<file path="config.mk">
export PLATFORM = sky130hd
export DESIGN_NAME = vinsn_issue_queue
export DESIGN_NICKNAME = d
export VERILOG_FILES = /design/src/rtl/vinsn_issue_queue.sv
export SDC_FILE = /design/constraint.sdc
export NUM_CORES = 1
export LEC_CHECK = 0
export ABC_AREA = 1
export CORE_MARGIN = 1.5
export CORE_UTILIZATION = 45
export CTS_CLUSTER_DIAMETER = 80
export DETAILED_ROUTE_END_ITERATION = 6
export PLACE_DENSITY = 0.67
export SYNTH_ARGS = -nofsm -noshare
export SYNTH_HDL_FRONTEND = slang
export SYNTH_SLANG_ARGS = --single-unit
export TNS_END_PERCENT = 10
</file>
<file path="constraint.sdc">
create_clock -name clk_i -period 3.2 [get_ports clk_i]
set_input_delay 0.48 -clock clk_i [delete_from_list [all_inputs] [get_ports clk_i]]
set_output_delay 0.48 -clock clk_i [all_outputs]
set_load 0.005 [all_outputs]
</file>
<file path="src/rtl/vinsn_issue_queue.sv">
// Issue queue between scalar issue and the vector core: buffers instructions with their
// id, rs1 value and vl/vtype context, and throttles hand-off on outstanding vector work.
module vinsn_issue_queue #(
   parameter int unsigned Depth          = 4,
   parameter int unsigned MaxOutstanding = 8,
   parameter int unsigned IdWidth        = 8,
   parameter int unsigned XLen           = 32,
   parameter int unsigned CtxWidth       = 16,
   localparam int unsigned PtrW          = $clog2(Depth),
   localparam int unsigned OccW          = $clog2(Depth) + 1,
   localparam int unsigned OutW          = $clog2(MaxOutstanding) + 1
) (
   input  logic                clk_i,
   input  logic                rst_i,
   input  logic                valid_i,
   output logic                ready_o,
   input  logic [31:0]         insn_i,
   input  logic [IdWidth-1:0]  insn_id_i,
   input  logic [XLen-1:0]     scalar_reg_i,
   input  logic [CtxWidth-1:0] vec_context_i,
   input  logic                flush_i,
   output logic                vec_valid_o,
   input  logic                vec_ready_i,
   output logic [31:0]         vec_insn_o,
   output logic [IdWidth-1:0]  vec_insn_id_o,
   output logic [XLen-1:0]     vec_scalar_reg_o,
   output logic [CtxWidth-1:0] vec_context_o,
   input  logic                vec_done_i,
   output logic [OccW-1:0]     occupancy_o,
   output logic [OutW-1:0]     outstanding_o,
   output logic                underflow_o
);

   localparam logic [OccW-1:0] DEPTH_C   = OccW'(Depth);
   localparam logic [OutW-1:0] MAX_OUT_C = OutW'(MaxOutstanding);

   typedef struct packed {
      logic [31:0]         insn;
      logic [IdWidth-1:0]  id;
      logic [XLen-1:0]     scalar;
      logic [CtxWidth-1:0] ctx;
   } entry_t;

   entry_t          mem_q [Depth];
   entry_t          mem_d [Depth];
   logic [PtrW-1:0] rd_ptr_q, rd_ptr_d;
   logic [PtrW-1:0] wr_ptr_q, wr_ptr_d;
   logic [OccW-1:0] occ_q, occ_d;
   logic [OutW-1:0] out_q, out_d;
   logic            under_q, under_d;
   logic            push_s;
   logic            pop_s;

   // Handshakes depend only on state and flush, never on the consumer's ready.
   assign ready_o     = (occ_q < DEPTH_C) & ~flush_i;
   assign vec_valid_o = (occ_q != {OccW{1'b0}}) & (out_q < MAX_OUT_C) & ~flush_i;
   assign push_s      = valid_i & ready_o;
   assign pop_s       = vec_valid_o & vec_ready_i;

   assign vec_insn_o       = mem_q[rd_ptr_q].insn;
   assign vec_insn_id_o    = mem_q[rd_ptr_q].id;
   assign vec_scalar_reg_o = mem_q[rd_ptr_q].scalar;
   assign vec_context_o    = mem_q[rd_ptr_q].ctx;
   assign occupancy_o      = occ_q;
   assign outstanding_o    = out_q;
   assign underflow_o      = under_q;

   // Next-state for storage, pointers and occupancy.
   always_comb begin
      mem_d    = mem_q;
      rd_ptr_d = rd_ptr_q;
      wr_ptr_d = wr_ptr_q;
      occ_d    = occ_q;
      if (flush_i) begin
         rd_ptr_d = {PtrW{1'b0}};
         wr_ptr_d = {PtrW{1'b0}};
         occ_d    = {OccW{1'b0}};
      end else begin
         if (push_s) begin
            mem_d[wr_ptr_q] = '{insn: insn_i, id: insn_id_i, scalar: scalar_reg_i,
                                ctx: vec_context_i};
            wr_ptr_d        = wr_ptr_q + PtrW'(1);
         end else begin
            wr_ptr_d = wr_ptr_q;
         end
         if (pop_s) begin
            rd_ptr_d = rd_ptr_q + PtrW'(1);
         end else begin
            rd_ptr_d = rd_ptr_q;
         end
         case ({push_s, pop_s})
            2'b10:   occ_d = occ_q + OccW'(1);
            2'b01:   occ_d = occ_q - OccW'(1);
            default: occ_d = occ_q;
         endcase
      end
   end

   // Outstanding count survives flush; a done with nothing outstanding is flagged, not counted.
   always_comb begin
      out_d   = out_q;
      under_d = under_q;
      case ({pop_s, vec_done_i})
         2'b10: out_d = out_q + OutW'(1);
         2'b01: begin
            if (out_q == {OutW{1'b0}}) begin
               under_d = 1'b1;
            end else begin
               out_d = out_q - OutW'(1);
            end
         end
         default: out_d = out_q;
      endcase
   end

   // State registers with synchronous reset.
   always_ff @(posedge clk_i) begin
      if (rst_i) begin
         mem_q    <= '{default: '0};
         rd_ptr_q <= {PtrW{1'b0}};
         wr_ptr_q <= {PtrW{1'b0}};
         occ_q    <= {OccW{1'b0}};
         out_q    <= {OutW{1'b0}};
         under_q  <= 1'b0;
      end else begin
         mem_q    <= mem_d;
         rd_ptr_q <= rd_ptr_d;
         wr_ptr_q <= wr_ptr_d;
         occ_q    <= occ_d;
         out_q    <= out_d;
         under_q  <= under_d;
      end
   end

endmodule

</file>
==> flow_summary.toml, run 1 <==
[status]
status = "finished clean"

[clock_tree]
clkSinkCount = 364
numCtsBuffers = 40
h-tree-depth = 2
insertion_delay_ns = 0.52
path_clk_slew_ns = 0.06
clockBufferDepth = 3
tritoncts = "built"
clk_root_buffer_cell = "clkbuf_16"
postCtsSetupRepairBufs = 0

[sta]
fin_ws_ns = 0.198
relSlewSlack = 0.453
tightestPinTransition_ns = 0.820
grt_setup_unrepaired = "false"
setup_viol = 0
max_freq_ghz = 0.333
finalCritPeriodShare = 0.938
whs_ns = 0.403
hold_violations = 0
period_minus_slack_ns = 3.00
finalClockSkew_ns = 0.0142
drv_slew = 0
fin_setup_tns_ns = 0

[routing]
vias = 15700
dr.pass1.iters = 6
wirelength_mm = 49.4
drt_first_iter_violations = 1411
drcViolationCount = 0
viasPerCell = 5.84
wl_per_cell_um = 18.4
ant_nets = 0

[die]
dieHeight_um = 190
die_area_mm2 = 0.0360
fp-row-count = 68
initial_utilization = 0.456
ios = 192
core_mm2 = 0.0345
fp.dieW_um = 190

[synthesis]
synth.area.top_cells = "dfxtp_1 (46%), a21oi_1 (12%), nand3_1 (11%)"
synthXorXnorAreaFrac = 0.000558
synth.top_cell.area_share = 0.464
yosys.area.top_type = "dfxtp_1"
synthArstFlopShare = 0
ys_warn_count = 0
synth_most_common_cell = "nand2_1"
seq_area_frac_synth = 0.464
synth_top_family_by_area = "simple AND/OR/NAND/NOR gates"
synth_top_cells_by_count = "nand2_1 (368), dfxtp_1 (364), a21oi_1 (361)"
synth_seq_cells = 364
synthFlopType = "dfxtp_1"
syn-mean-instance-area_um2 = 7.28
synth_edf_count = 0
syn_nets = 2260
synth_compound_area_frac = 0.210
syn_inst = 2157
yosysUniqueCellTypes = 29
synth_fa_ha_area_frac = 0.00813
synthSimpleGateAreaFrac = 0.250
synth.area.mux_share = 0
synth_area_mm2 = 0.0157

[placement]
gp_congestion = 0.800
dp_hpwl_mm = 26.5
pre_cts_ws_ns = 0.523
io_buffers = 191

[setup_path]
criticalPathCategory = "reg2out"
reg2reg_depth = 5
endpoint_kind = "primary output"
worstPathCellList = "inv_6 > buf_12 > o21ai_0 > o22ai_1 > clkdlybuf4s50_1"
start_kind = "register"
path_buf_inv = 3
r2r_end = "mem_q[215]"
crit_required_ns = 2.72
crit_arrival_ns = 2.52
crit_family = "buffers and inverters"
cp_max_fo = 46
r2r_slack_ns = 0.92
slowest_delay_ns = 0.56
worst_path_max_delay_cell = "clkdlybuf4s50_1"
r2r_start = "wr_ptr_q[1]"

[final_layout]
fin_nets = 2312
final-seq-area_mm2 = 0.00729
drive_above_1_share = 0.0496
syn2layout_area_growth_pct = 21.0
multiInputGateArea_mm2 = 0.00744
n_antenna_cell = 0
nFillCells = 3291

[power]
p_leak_nw = 6.45
ir_drop_v = 0.000317
power_density_mw_per_mm2 = 544

[min_path]
whs_endpoint = "mem_q[267]"
min_path_type = "in2reg"
hold_path_depth = 2
hold_path.startpoint = "rst_i"

[global_route]
grt_pass1_wl_mm = 79.0
first_global_vias = 14800
grt_start_max_net_pins = 187
track_usage = 0.267
antenna_found_initial = 1
grt.overflow.total = 0

[run]
drv_cap = 0
==> flip-flops by register name, summed over array words and instances, names as in the netlist <==
signal         flops
mem_q            352
occupancy_o        3
outstanding_o      4
rd_ptr_q           2
underflow_o        1
wr_ptr_q           2
==> cell type report <==
class / instances / share of cell area
clock inverters: 11 / 0.00592
well taps: 455 / 0.0300
clock buffers: 58 / 0.0631
multi-input cells: 1563 / 0.391
repair buffers: 222 / 0.122
inverters: 18 / 0.00421
flip-flops and latches: 364 / 0.384
==> per-layer routing <==
layer	up-vias	track usage	routed length [um]
met4	2	0.0775	1170
li1	7496	-	-
met5	-	0	9
met1	7502	0.362	21400
met2	640	0.440	23000
met3	88	0.0411	3840
==> placed cells by master, fill, tap and decap left out, types with 4 or more instances in the layout <==
cell / instances
ha_4: 4
clkbuf_1: 6
clkbuf_16: 41
o21ai_0: 177
dfxtp_1: 362
inv_1: 15
nand3_1: 357
clkinv_2: 7
nand2_1: 366
nand2_4: 5
a21oi_1: 361
nor2_1: 186
buf_4: 17
clkbuf_8: 11
buf_12: 13
o22ai_1: 88
clkdlybuf4s50_1: 190
==> power by group <==
part | internal, mW | total [mW] | switching, mW
logic | 0.452 | 1.04 | 0.590
registers | 4.63 | 4.70 | 0.0655
clock network | 2.76 | 4.60 | 1.85
total | 7.84 | 10.3 | 2.50
==> timing repair <==
item | CTS | global route
hold buffers | 0 | 0
endpoints found under the setup margin | 0 | 3
resized for setup | 0 | 2
==> worst reg2reg max path, cell delays in order (launching register included) <==
cell	delay (ns)
dfxtp_1	0.36
inv_1	0.19
ha_4	0.71
buf_4	0.58
nand3_1	0.17
a21oi_1	0.20
==> per-stage QoR <==
step | utilization | cell area (um^2) | cells | total power, mW
after floorplan | - | 15700 | 2157 | 5.31
after global placement | 0.513 | 17700 | 2622 | 5.82
after detailed placement | 0.513 | 17700 | 2622 | 5.83
after CTS | 0.551 | 19000 | 2691 | 10.4
after global routing | 0.552 | 19000 | 2691 | 10.7
final | 0.552 | 19000 | 2691 | 10.3
==> worst max path at each step <==
stage	startpoint	to	slack, ns	cells past startpoint
2_1_floorplan	flush_i	outstanding_o[3]	1.27	13
3_3_place_gp	flush_i	outstanding_o[3]	0.58	14
3_5_place_dp	flush_i	occupancy_o[2]	0.52	11
4_1_cts	rd_ptr_q[0]	vec_context_o[7]	0.09	4
5_1_grt	rd_ptr_q[0]	vec_insn_o[22]	0.06	5
6_report	rd_ptr_q[0]	vec_insn_o[19]	0.20	5
==> logic make-up (layout without fill, tap and decap cells) <==
logic type / after synthesis / count (layout)
compound gates: 634 / 634
xor+xnor: 1 / 1
fa+ha+maj: 9 / 9
buf+inv: 230 / 309
flops: 364 / 364
simple gates: 919 / 919
Power figures use the tool's default switching activity.
==> inputs of run 2 (changes only) <==
CTS_CLUSTER_SIZE = 8   (was not set)
==> flow_summary.toml, run 2 (synthesis results as in run 1) <==
[die]
die_area_mm2 = 0.0360
ios = 192
core_mm2 = 0.0345
dieHeight_um = 190
initial_utilization = 0.456
fp-row-count = 68
fp.dieW_um = 190

[status]
status = "finished clean"

[setup_path]
path_buf_inv = 2
crit_family = "buffers and inverters"
crit_cells = 4
crit_end = "vec_scalar_reg_o[10]"
worst_path_max_delay_cell = "dfxtp_2"
cp_max_fo = 26
r2r_start = "wr_ptr_q[1]"
endpoint_kind = "primary output"
crit_start = "rd_ptr_q[1]"
crit_required_ns = 2.72
reg2reg_depth = 5
criticalPathCategory = "reg2out"
crit_arrival_ns = 2.55
r2r_end = "mem_q[215]"
worstPathCellList = "buf_4 > o21ai_0 > o22ai_1 > clkdlybuf4s50_1"
r2r_slack_ns = 0.90
start_kind = "register"
slowest_delay_ns = 0.58

[global_route]
grt.overflow.total = 0
track_usage = 0.270
grt_pass1_wl_mm = 79.2
grt_start_max_net_pins = 187
first_global_vias = 14800
antenna_found_initial = 0

[power]
ir_drop_v = 0.000397
power_density_mw_per_mm2 = 550
p_leak_nw = 6.44

[sta]
setup_viol = 0
max_freq_ghz = 0.330
finalCritPeriodShare = 0.946
fin_ws_ns = 0.173
hold_violations = 0
relSlewSlack = 0.441
tightestPinTransition_ns = 0.838
fin_setup_tns_ns = 0
finalClockSkew_ns = 0.0113
grt_setup_unrepaired = "false"
drv_slew = 0
period_minus_slack_ns = 3.03

[routing]
dr.pass1.iters = 6
viasPerCell = 5.88
drt_first_iter_violations = 1510
drcViolationCount = 0
wirelength_mm = 49.6
vias = 15700
ant_nets = 0
wl_per_cell_um = 18.5

[clock_tree]
h-tree-depth = 2
numCtsBuffers = 51
postCtsHoldBufs = 0
insertion_delay_ns = 0.55
path_clk_slew_ns = 0.05
postCtsSetupRepairBufs = 0
clkSinkCount = 364
clk_root_buffer_cell = "clkbuf_16"
tritoncts = "built"
clockBufferDepth = 3

[final_layout]
fin_nets = 2323
nFillCells = 3268
syn2layout_area_growth_pct = 21.1
drive_above_1_share = 0.0455
mostFrequentLayoutCell = "nand2_1"
largest_register_ffs = 352
regMostFlops = "mem_q"
final_area_mm2 = 0.0190
final_cell_mix = "nand2_1 (366), dfxtp_1 (362), a21oi_1 (361), nand3_1 (357), clkdlybuf4s50_1 (190)"

[placement]
gp_congestion = 0.800
io_buffers = 191
pre_cts_ws_ns = 0.523
dp_hpwl_mm = 26.5
placed_area_mm2 = 0.0177

[run]
drv_cap = 0

[min_path]
min_path_type = "in2reg"
hold_path_depth = 2
## run 2: cell types whose count changed in the layout (fill, tap and decap cells not counted)
cell / change
bufinv_16: -1
clkbuf_1: -5
clkbuf_16: +10
clkbuf_8: -11
clkinv_2: -7
diode_2: +1
inv_6: -1
## run 2: worst min path at each step
stage / startpoint / to / slack [ns]
2_1_floorplan: mem_q[88] / mem_q[88] / 0.44
3_3_place_gp: mem_q[162] / mem_q[162] / 0.44
3_5_place_dp: mem_q[148] / mem_q[148] / 0.45
4_1_cts: rst_i / mem_q[267] / 0.39
5_1_grt: rst_i / mem_q[267] / 0.41
6_report: rst_i / mem_q[267] / 0.38
## run 2: layout make-up
type,instances,area (um^2),area share
Antenna cell,1,2.50,0.000132
Clock buffer,52,1280,0.0673
Clock inverter,2,38.8,0.00204
Inverter,18,80.1,0.00421
Multi-Input combinational cell,1563,7440,0.391
Sequential cell,364,7290,0.383
Tap cell,455,569,0.0299
Timing Repair Buffer,222,2320,0.122
## run 2: what timing repair did
action                     CTS  global route
setup endpoints to repair    0             2
resized for setup            0             2
hold endpoints to repair     0             0
## run 2: per-stage QoR
| step | util | total power [mW] | cells | hold WS [ns] |
|---|---|---|---|---|
| after floorplan | - | 5.31 | 2157 | 0.436 |
| after detailed placement | 0.513 | 5.83 | 2622 | 0.449 |
| after CTS | 0.552 | 10.5 | 2676 | 0.393 |
| after global placement | 0.513 | 5.82 | 2622 | 0.444 |
| final | 0.552 | 10.5 | 2677 | 0.377 |
| after global routing | 0.552 | 10.8 | 2676 | 0.406 |
## run 2: report_power, final
group	switching [mW]	internal [mW]
Clock	1.85	2.86
Combinational	0.590	0.451
Sequential	0.0656	4.64
## run 2: layer usage
metal | part of all wire | vias to the layer above | GRT usage
met2 | 0.47 | 671 | 0.443
met4 | 0.021 | 0 | 0.0742
met5 | 0 | - | 0
met3 | 0.076 | 81 | 0.0411
li1 | - | 7491 | -
met1 | 0.44 | 7502 | 0.368
==> inputs of run 3 (changes only) <==
CTS_CLUSTER_DIAMETER = 150   (was 80)
==> results of run 3 <==
Final layout, timing and power as in run 2 (identical DEF).
==> RTL change (flow settings as in run 1) <==
`CtxWidth`: 16 -> 32.
--- a/src/rtl/vinsn_issue_queue.sv
+++ b/src/rtl/vinsn_issue_queue.sv
@@ -7,3 +7,3 @@
    parameter int unsigned XLen           = 32,
-   parameter int unsigned CtxWidth       = 16,
+   parameter int unsigned CtxWidth       = 32,
    localparam int unsigned PtrW          = $clog2(Depth),
Interface: changed (resized vec_context_i and vec_context_o); port bits go from 192 to 224. The function was not compared with the original's and may differ.
==> RTL change against run 1 <==
Sequential cell count is 64 higher; final area grew 18%; setup slack worse by 56 ps; first-iteration DRC count grew 27%; synthesized area increased by 17%; power rose by 17%; clock power rose by 18%; wire length grew 21%; global-route usage rose by 1.0 points; largest power group unchanged.
==> RTL change: results (changes against run 1) <==
synthTopCellsByArea: "dfxtp_1 (47%), a21oi_1 (12%), nand3_1 (11%), nand2_1 (8.9%), o21ai_0 (5.7%)"
synthCells: 2535  # +18%
synth-async-reset-ratio: 0  # unchanged
met1_usage: 0.370  # +0.00832
powerClk_uw: 5410  # +18%
initialDrtViolationCount: 1793  # +27%
numPortBuffers: 223  # +17%
routed-via-count: 18500  # +18%
crit_path_max_fanout: 58  # +26%
synth_common_cells: "nand2_1 (434), dfxtp_1 (428), a21oi_1 (425), nand3_1 (421), nor2_1 (218)"
grt_pass1_vias: 17500  # +19%
r2r_slack_ps: 1030  # +110 ps
synth_compound_area_frac: 0.211  # +0.00117
p_comb_uw: 1190  # +14%
first_pass_iters: 7  # +1
endpoint: "vec_insn_o[21]"
worstReg2RegStart: "occupancy_o[2]"
r2r_end: "outstanding_o[3]"
nNetsFinal: 2705  # +17%
holdPathEnd: "mem_q[408]"
dp_slack_ps: 527  # +4.19 ps
grt_pass1_wl_um: 94400  # +20%
p_leak_uw: 0.00755  # +17%
grtUsageMet2: 0.455  # +0.0150
cts_made_buffers: 46  # +15%
slew_headroom: 0.407  # -0.0458
stdcell_count: 3149  # +17%
crit_start: "rd_ptr_q[1]"
ys_types: 25  # -14%
max_stage_delay_ps: 580  # +20 ps
ys_seq_area_frac: 0.466  # +0.00250
grt_use_total: 0.278  # +0.0101
fillers: 3733  # +13%
drive_gt1_frac: 0.0465  # -0.00313
intPower_uw: 9160  # +17%
synth_xor_area_frac: 0.000477  # -0.0000808
use_met3: 0.0523  # +0.0112
peakVddDrop_uv: 396  # +25%
synth_fa_ha_area_frac: 0.00695  # -0.00118
dp_hpwl_um: 30900  # +17%
worstPathArrival_ps: 2580  # +60 ps
grt_max_degree: 200  # +7.0%
yosys_warnings: 0  # unchanged
fmax_ghz: 0.327  # -1.8%
clk_latency_ps: 580  # +60 ps
clkTransAtPathRegs_ps: 60  # about the same
finClkSkew_ps: 20.9  # +6.66 ps
status: "finished, final reports clean"
largest_reg_flops: 416  # +18%
clock-sinks: 428  # +18%
worst-r2r-cell-count: 13  # +8
## RTL change: cell type report
| type | instances | area share |
|---|---|---|
| Tap cell | 525 | 0.0294 |
| Antenna cell | 1 | 0.000112 |
| Clock buffer | 81 | 0.0683 |
| Clock inverter | 4 | 0.00101 |
| Inverter | 18 | 0.00381 |
| Sequential cell | 428 | 0.384 |
| Multi-Input combinational cell | 1835 | 0.389 |
| Timing Repair Buffer | 257 | 0.125 |
## RTL change: per-stage QoR
step           area [um^2]  hold slack (ps)  total power [uW]
3_3_place_gp         20800              444              6790
5_1_grt              22400              469             12500
3_5_place_dp         20800              449              6810
4_1_cts              22400              450             12200
6_report             22400              446             12100
2_1_floorplan        18400              436              6210
## RTL change: metal layers
layer,share of wire,wire (um)
met3,0.084,4980
met4,0.020,1190
met5,0.00029,17
met2,0.47,28200
met1,0.42,25200
## RTL change: what timing repair did
item / in CTS / in global routing
endpoints found under the setup margin: 1 / 0
setup buffers: 1 / 0
endpoints found under the hold margin: 0 / 0
resized for setup: 0 / 0
